## src/rtl/qlen_gen.sv

```systemverilog
// Splits a flat data stream into queue transactions whose lengths come from a length stream.
// dout carries {len eot bits, innermost eot, data} and forms a (LEN_LVL+1)-level queue.
module qlen_gen #(
  parameter int TDIN    = 16,
  parameter int W_LEN   = 16,
  parameter int LEN_LVL = 1
) (
  input  logic                       clk,
  input  logic                       rst,
  input  logic                       din_valid,
  output logic                       din_ready,
  input  logic [TDIN-1:0]            din_data,
  input  logic                       len_valid,
  output logic                       len_ready,
  input  logic [LEN_LVL+W_LEN-1:0]   len_data,
  output logic                       dout_valid,
  input  logic                       dout_ready,
  output logic [LEN_LVL+TDIN:0]      dout_data
);

  typedef enum logic {
    IDLE = 1'b0,
    RUN  = 1'b1
  } state_t;

  state_t             state;
  logic [W_LEN-1:0]   len_reg;
  logic [W_LEN-1:0]   cnt;
  logic [LEN_LVL-1:0] eot_reg;

  logic [W_LEN-1:0]   len_cnt;
  logic [LEN_LVL-1:0] len_eot;
  logic               len_zero;
  logic               run;
  logic               last;
  logic               dout_hs;

  assign len_cnt  = len_data[W_LEN-1:0];
  assign len_eot  = len_data[LEN_LVL+W_LEN-1:W_LEN];
  assign len_zero = (len_cnt == '0);
  assign run      = (state == RUN);
  assign last     = run && (cnt == len_reg - W_LEN'(1));

  // Reset masks every ready/valid so no item or length word changes hands in the reset cycle.
  assign dout_valid = din_valid && run && !rst;
  assign din_ready  = dout_ready && run && !rst;
  assign dout_hs    = dout_valid && dout_ready;
  assign len_ready  = !rst && (!run || (last && dout_hs));
  assign dout_data  = {eot_reg, last, din_data};

  // NOTE: all state below uses non-blocking assignments so every register sees pre-edge values.
  always_ff @(posedge clk) begin
    if (rst) begin
      state   <= IDLE;
      cnt     <= '0;
      len_reg <= '0;
      eot_reg <= '0;
    end else begin
      case (state)
        IDLE: begin
          // A zero-length word is consumed here and simply dropped.
          if (len_valid && !len_zero) begin
            len_reg <= len_cnt;
            eot_reg <= len_eot;
            cnt     <= '0;
            state   <= RUN;
          end
        end
        RUN: begin
          if (dout_hs) begin
            if (!last) begin
              cnt <= cnt + W_LEN'(1);
            end else if (len_valid && !len_zero) begin
              len_reg <= len_cnt;
              eot_reg <= len_eot;
              cnt     <= '0;
            end else begin
              state <= IDLE;
            end
          end
        end
        default: state <= IDLE;
      endcase
    end
  end

endmodule

```

## config.mk

```make
export PLATFORM = sky130hd
export DESIGN_NAME = qlen_gen
export DESIGN_NICKNAME = d
export VERILOG_FILES = /design/src/rtl/qlen_gen.sv
export SDC_FILE = /design/constraint.sdc
export NUM_CORES = 1
export LEC_CHECK = 0
export ABC_AREA = 1
export CORE_UTILIZATION = 41
export CTS_CLUSTER_DIAMETER = 30
export DETAILED_ROUTE_END_ITERATION = 6
export PLACE_DENSITY = 0.69
export SKIP_CTS_REPAIR_TIMING = 1
export SLEW_MARGIN = 20
export SYNTH_ARGS = -nofsm -noshare
export SYNTH_HDL_FRONTEND = slang
export SYNTH_SLANG_ARGS = --single-unit
```

## constraint.sdc

```tcl
create_clock -name clk -period 2.2 [get_ports clk]
set_input_delay 0.66 -clock clk [delete_from_list [all_inputs] [get_ports clk]]
set_output_delay 0.66 -clock clk [all_outputs]
set_load 0.02 [all_outputs]
```

==> flow_summary.ini, run 1 <==
[global_route]
busiest_layer = met2
antenna_found_initial = 0
groute.layer.met3.usage_pct = 2.75
grt_pass1_wl_um = 14700
grt_pass1_vias = 3221
use_met1_pct = 34.7
grt_use_total_pct = 26.0
grtUsageMet2_pct = 43.6
overflow = 0
grt_max_degree = 27

[yosys]
yosysSeqAreaShare_pct = 24.6
synth_top_area_share_pct = 24.6
ys_top_cells_by_area = dfxtp_1 25%, nand2_1 18%, nor2_1 9.5%, nand3_1 8.1%, inv_1 6.8%
synth-edff-count = 0
syn_nets = 512
synth_warnings = 0
synth-seq-cells = 34
yosysMostFrequentCell = nand2_1
syn_area_sq_um = 2770
synth_ff_type = dfxtp_1
avgSynthCellArea_sq_um = 5.87
netlist_top_cells_count = 135 x nand2_1, 70 x nor2_1, 50 x inv_1, 45 x nand3_1, 34 x dfxtp_1
ys_async_sr_fraction_pct = 0
yosys.area.top_type = dfxtp_1
synth_cell_types = 32
synthCells = 472

[cts]
clkLatencyLatePin_ns = 0.29
clock_path_buffers = 2
root_buffer = clkbuf_8
clock_sinks = 34
cts_tree = done
numCtsBuffers = 5
clkTransAtPathRegs_ns = 0.07
htreeDepth = 2

[layout]
syn_to_final_growth_pct = 57.7
fin_nets = 624
antenna_cells = 0
drive_above_1_share_pct = 38.3
fin_cells = 662

[power]
ir_drop_v = 0.000371
power_mw = 2.37
leakage_nw = 2.13
p_per_area_nw_per_um2 = 542
switchingPower_mw = 0.886
power_frac_comb_pct = 46.8
sw_frac_of_total_pct = 37.4
p_int_mw = 1.48
power.share.sequential_pct = 29.8
power_frac_clock_pct = 23.4

[timing]
maxSlewHeadroom_pct = 69.5
hold_viol = 0
final.period_utilization_pct = 124
max_freq_mhz = 366
finClkSkew_ns = 0.00867
setup_ws_ns = -0.535
period_needed_ns = 2.74
setup_violations = 35
rsz0062_at_grt = yes
drv_slew = 0
worst_pin_slew_ns = 0.457

[die]
core_sq_um = 6420
io_pins = 59
initial_core_util_pct = 43.1
die_area_sq_um = 7090
die_w_um = 84.2
dieHeight_um = 84.2
row_count = 29

[drt]
antenna_left = 0
drc_errors = 12
drt_iter0_drc = 197
via_per_inst = 5.23
wirelength_um = 9810
wl_per_cell_um = 14.8
vias = 3465
first_pass_iters = 7

[placement]
dp.cells = 645
port_buffers = 26
place_congestion = 0.975
hpwl_um = 7010

[critical_path]
arrival_ns = 2.08
worst_setup_path_start_kind = flop
end_kind = output port
cp_max_fo = 6
path_class = flop to output port
worstPathRequired_ns = 1.54

[min_path]
hold_class = flop to flop

[status]
violations = DRC, setup timing
status = complete, but fails checks

[run]
drv_cap = 0
## cell families (layout without fill, tap and decap cells)
family          after synthesis  count (layout)  synth area share, %
compound gates               43              43                 8.36
buf+inv                      87             200                 15.2
flops                        34              34                 24.6
fa+ha+maj                     2               2                0.903
simple gates                288             288                 45.3
xor+xnor                     18              18                 5.69
## power by group through the flow
stage	sequential, mW	combinational (mW)	clock [mW]
floorplan	0.710	0.560	0
global placement	0.710	0.918	0
detailed placement	0.711	0.934	0
CTS	0.697	0.940	0.557
global route	0.708	1.21	0.580
finish	0.705	1.11	0.554
## stage by stage
stage	hold WS [ns]	setup WS, ns	util [%]	setup TNS, ns	instance area [sq um]
3_3_place_gp	0.449	-0.777	58.7	-11.30	3770
5_1_grt	0.492	-0.677	68.0	-13.56	4370
3_5_place_dp	0.462	-0.777	58.7	-12.13	3770
6_report	0.470	-0.535	68.0	-7.18	4370
4_1_cts	0.475	-1.11	60.5	-7.49	3880
2_1_floorplan	0.439	-0.216	-	-0.216	2850
## per-layer routing
metal	part of all wire, %	vias to the layer above
li1	-	1707
met5	0	-
met3	5.0	28
met1	44	1630
met4	3.1	0
met2	48	100
## layout make-up
cell class / instances / area (sq um)
timing repair buffer: 135 / 1190
multi-input combinational: 351 / 2070
inverter: 57 / 214
clock buffer: 8 / 110
tap: 77 / 96.3
sequential: 34 / 687
fill: 515 / 2050
## layout by cell type (no fill, tap or decap), types with 3 or more instances in the layout
master / count
a21oi_1: 10
a21oi_2: 3
buf_12: 3
buf_4: 99
buf_6: 6
clkbuf_16: 3
clkbuf_8: 8
clkdlybuf4s50_1: 22
dfxtp_1: 29
dfxtp_2: 5
inv_1: 48
inv_2: 9
nand2_1: 111
nand2_2: 18
nand2_4: 7
nand3_1: 32
nand3_2: 12
nand4_1: 11
nor2_1: 44
nor2_2: 20
nor2_4: 13
o21ai_0: 16
o21ai_1: 5
o21bai_1: 5
xnor2_1: 5
xor2_1: 13
## final timing paths
check,startpoint,depth (start not counted),end,slack [ns]
setup / recovery,len_reg[6]$_SDFFE_PP0P_,14,len_ready,-0.54
hold / removal,eot_reg$_SDFFE_PP0P_,2,eot_reg$_SDFFE_PP0P_,0.47
hold reg to reg,eot_reg$_SDFFE_PP0P_,2,eot_reg$_SDFFE_PP0P_,0.47
setup reg to reg,len_reg[2]$_SDFFE_PP0P_,19,len_reg[9]$_SDFFE_PP0P_,-0.28
## critical path, stage by stage, from the launching register on
cell and delay, ns:
dfxtp_1 0.35, nor2_2 0.17, nand2_2 0.10, nor2_4 0.19, nand2_1 0.07, nand2_1 0.09
nand2_1 0.09, inv_2 0.07, nand2_1 0.06, nor2_2 0.09, nand2_2 0.09, nor2_4 0.12
nor2_4 0.06, nor3_4 0.11, buf_6 0.13
Power figures use the tool's default switching activity.
==> run 2: changes to the inputs <==
--- a/config.mk
+++ b/config.mk
@@ -7,10 +7,10 @@
 export LEC_CHECK = 0
 export ABC_AREA = 1
 export CORE_UTILIZATION = 41
+export CTS_BUF_LIST = sky130_fd_sc_hd__clkbuf_8
 export CTS_CLUSTER_DIAMETER = 30
 export DETAILED_ROUTE_END_ITERATION = 6
 export PLACE_DENSITY = 0.69
-export SKIP_CTS_REPAIR_TIMING = 1
 export SLEW_MARGIN = 20
 export SYNTH_ARGS = -nofsm -noshare
 export SYNTH_HDL_FRONTEND = slang
==> run 2 against run 1 <==
Effect of this change:
- the flow still finishes with violations (DRC, setup timing)
- clock-buffer cell count unchanged
- final area down 0.72%
- register-to-register slack worse by 0.12 ns
- clock power up 0.7%
- worst setup slack worse by 0.056 ns
- clock skew down 0.0011 ns
- hold slack worse by 0.0049 ns
- power up 0.91%
- core utilization down 0.49 points
- critical path type unchanged
==> flow_summary.ini, run 2 (synthesized netlist as in run 1, its figures left out) <==
[power]
power.share.sequential_pct = 29.5
power_frac_comb_pct = 47.1
p_per_area_nw_per_um2 = 551
sw_frac_of_total_pct = 37.1
power_frac_clock_pct = 23.4
ir_drop_v = 0.000403
leakage_nw = 2.17
switchingPower_mw = 0.886
p_int_mw = 1.50

[timing]
setup_violations = 36
drv_slew = 0
worst_pin_slew_ns = 0.428
finClkSkew_ns = 0.00762
hold_viol = 0
setup_ws_ns = -0.592
max_freq_mhz = 358
maxSlewHeadroom_pct = 71.3
tns_ns = -11.18
rsz0062_at_grt = yes
period_needed_ns = 2.79
final.period_utilization_pct = 127

[cts]
root_buffer = clkbuf_8
cts_tree = done
clock_path_buffers = 2
clock_sinks = 34
clkTransAtPathRegs_ns = 0.07
numCtsBuffers = 5
clkLatencyLatePin_ns = 0.29
holdBufCountCts = 0
htreeDepth = 2

[layout]
mostFrequentLayoutCells = 123 x nand2_1, 106 x buf_4, 52 x nor2_1
utilization_pct = 67.5
fin_cells = 669
design_area_sq_um = 4340
final_common_cell = nand2_1
antenna_cells = 0
fin_nets = 631
drive_above_1_share_pct = 34.5
syn_to_final_growth_pct = 56.5

[drt]
drc_errors = 12
vias = 3524
wirelength_um = 10000
wl_per_cell_um = 15.0
via_per_inst = 5.27
antenna_left = 0
first_pass_iters = 7
drt_iter0_drc = 205

[placement]
hpwl_um = 7010
place_congestion = 0.975
port_buffers = 26
place_area_sq_um = 3770
dp.cells = 645

[die]
die_area_sq_um = 7090
row_count = 29
io_pins = 59
initial_core_util_pct = 43.1
die_w_um = 84.2
core_sq_um = 6420
dieHeight_um = 84.2

[critical_path]
worstPathRequired_ns = 1.54
end_kind = output port
worst_setup_path_start_kind = flop
arrival_ns = 2.13
path_class = flop to output port
cp_max_fo = 5

[global_route]
grt_max_degree = 27
antenna_found_initial = 0
overflow = 0
grt_pass1_vias = 3420
grt_use_total_pct = 28.1
grt_pass1_wl_um = 15800

[status]
violations = DRC, setup timing
status = complete, but fails checks

[run]
drv_cap = 0

[min_path]
hold_class = flop to flop
-- run 2: cell count changes in the layout (fill, tap and decap cells not counted), sizes merged --
cell | previous run | this run
buf | 110 | 117
bufbuf | 0 | 2
clkbuf | 11 | 9
clkdlybuf4s50 | 22 | 21
dlygate4sd2 | 0 | 1
-- run 2: final timing paths --
| check | slack (ns) | from | cells after the start | end |
|---|---|---|---|---|
| setup / recovery | -0.59 | len_reg[0]$_SDFFE_PP0P_ | 14 | len_ready |
| hold / removal | 0.47 | eot_reg$_SDFFE_PP0P_ | 2 | eot_reg$_SDFFE_PP0P_ |
| setup reg to reg | -0.40 | len_reg[0]$_SDFFE_PP0P_ | 21 | len_reg[3]$_SDFFE_PP0P_ |
| hold reg to reg | 0.47 | eot_reg$_SDFFE_PP0P_ | 2 | eot_reg$_SDFFE_PP0P_ |
-- run 2: stage by stage --
step	setup slack [ns]	total power, mW	hold slack [ns]
2_1_floorplan	-0.216	1.27	0.439
3_3_place_gp	-0.777	1.63	0.449
3_5_place_dp	-0.777	1.65	0.462
4_1_cts	-0.510	2.27	0.473
5_1_grt	-0.661	2.51	0.498
6_report	-0.592	2.39	0.465
-- run 2: per-layer routing --
metal | wire length, um | global-route usage, %
met1 | 4410 | 35.6
met2 | 4870 | 48.1
met3 | 503 | 3.74
met4 | 242 | 12.1
met5 | 0 | 0
-- run 2: area by class of cell --
class | instances | area, sq um
Clock buffer | 8 | 110
Timing Repair Buffer | 142 | 1280
Multi-Input combinational cell | 351 | 1950
Sequential cell | 34 | 686
Fill cell | 517 | 2090
Tap cell | 77 | 96.3
Inverter | 57 | 214
-- run 2: worst max-delay path, cell delays in order (launching register included) --
cell and delay (ns):
dfxtp_2 0.32, inv_2 0.07, ha_4 0.18, nand2_4 0.07, nor2_4 0.21, buf_4 0.15, nand2_1 0.05, nand3_1 0.07
nand2_1 0.09, and2_1 0.16, nand3_2 0.09, nor2_4 0.04, nor2_4 0.17, nor3_4 0.05, buf_6 0.12
-- run 2: power groups by stage --
stage                     registers [mW]  logic [mW]  clock network, mW
after floorplan                    0.710       0.560                  0
after global placement             0.710       0.918                  0
after detailed placement           0.711       0.934                  0
after CTS                          0.701        1.02              0.557
after global routing               0.708        1.22              0.587
final                              0.705        1.13              0.558
-- run 2: what timing repair did --
action                                  in CTS  in global routing
endpoints found under the hold margin        0                  0
buffers inserted                             8                  5
pin swaps                                   15                 18
resized for setup                           47                 40
endpoints found under the setup margin      37                 38
gates cloned                                 3                  1
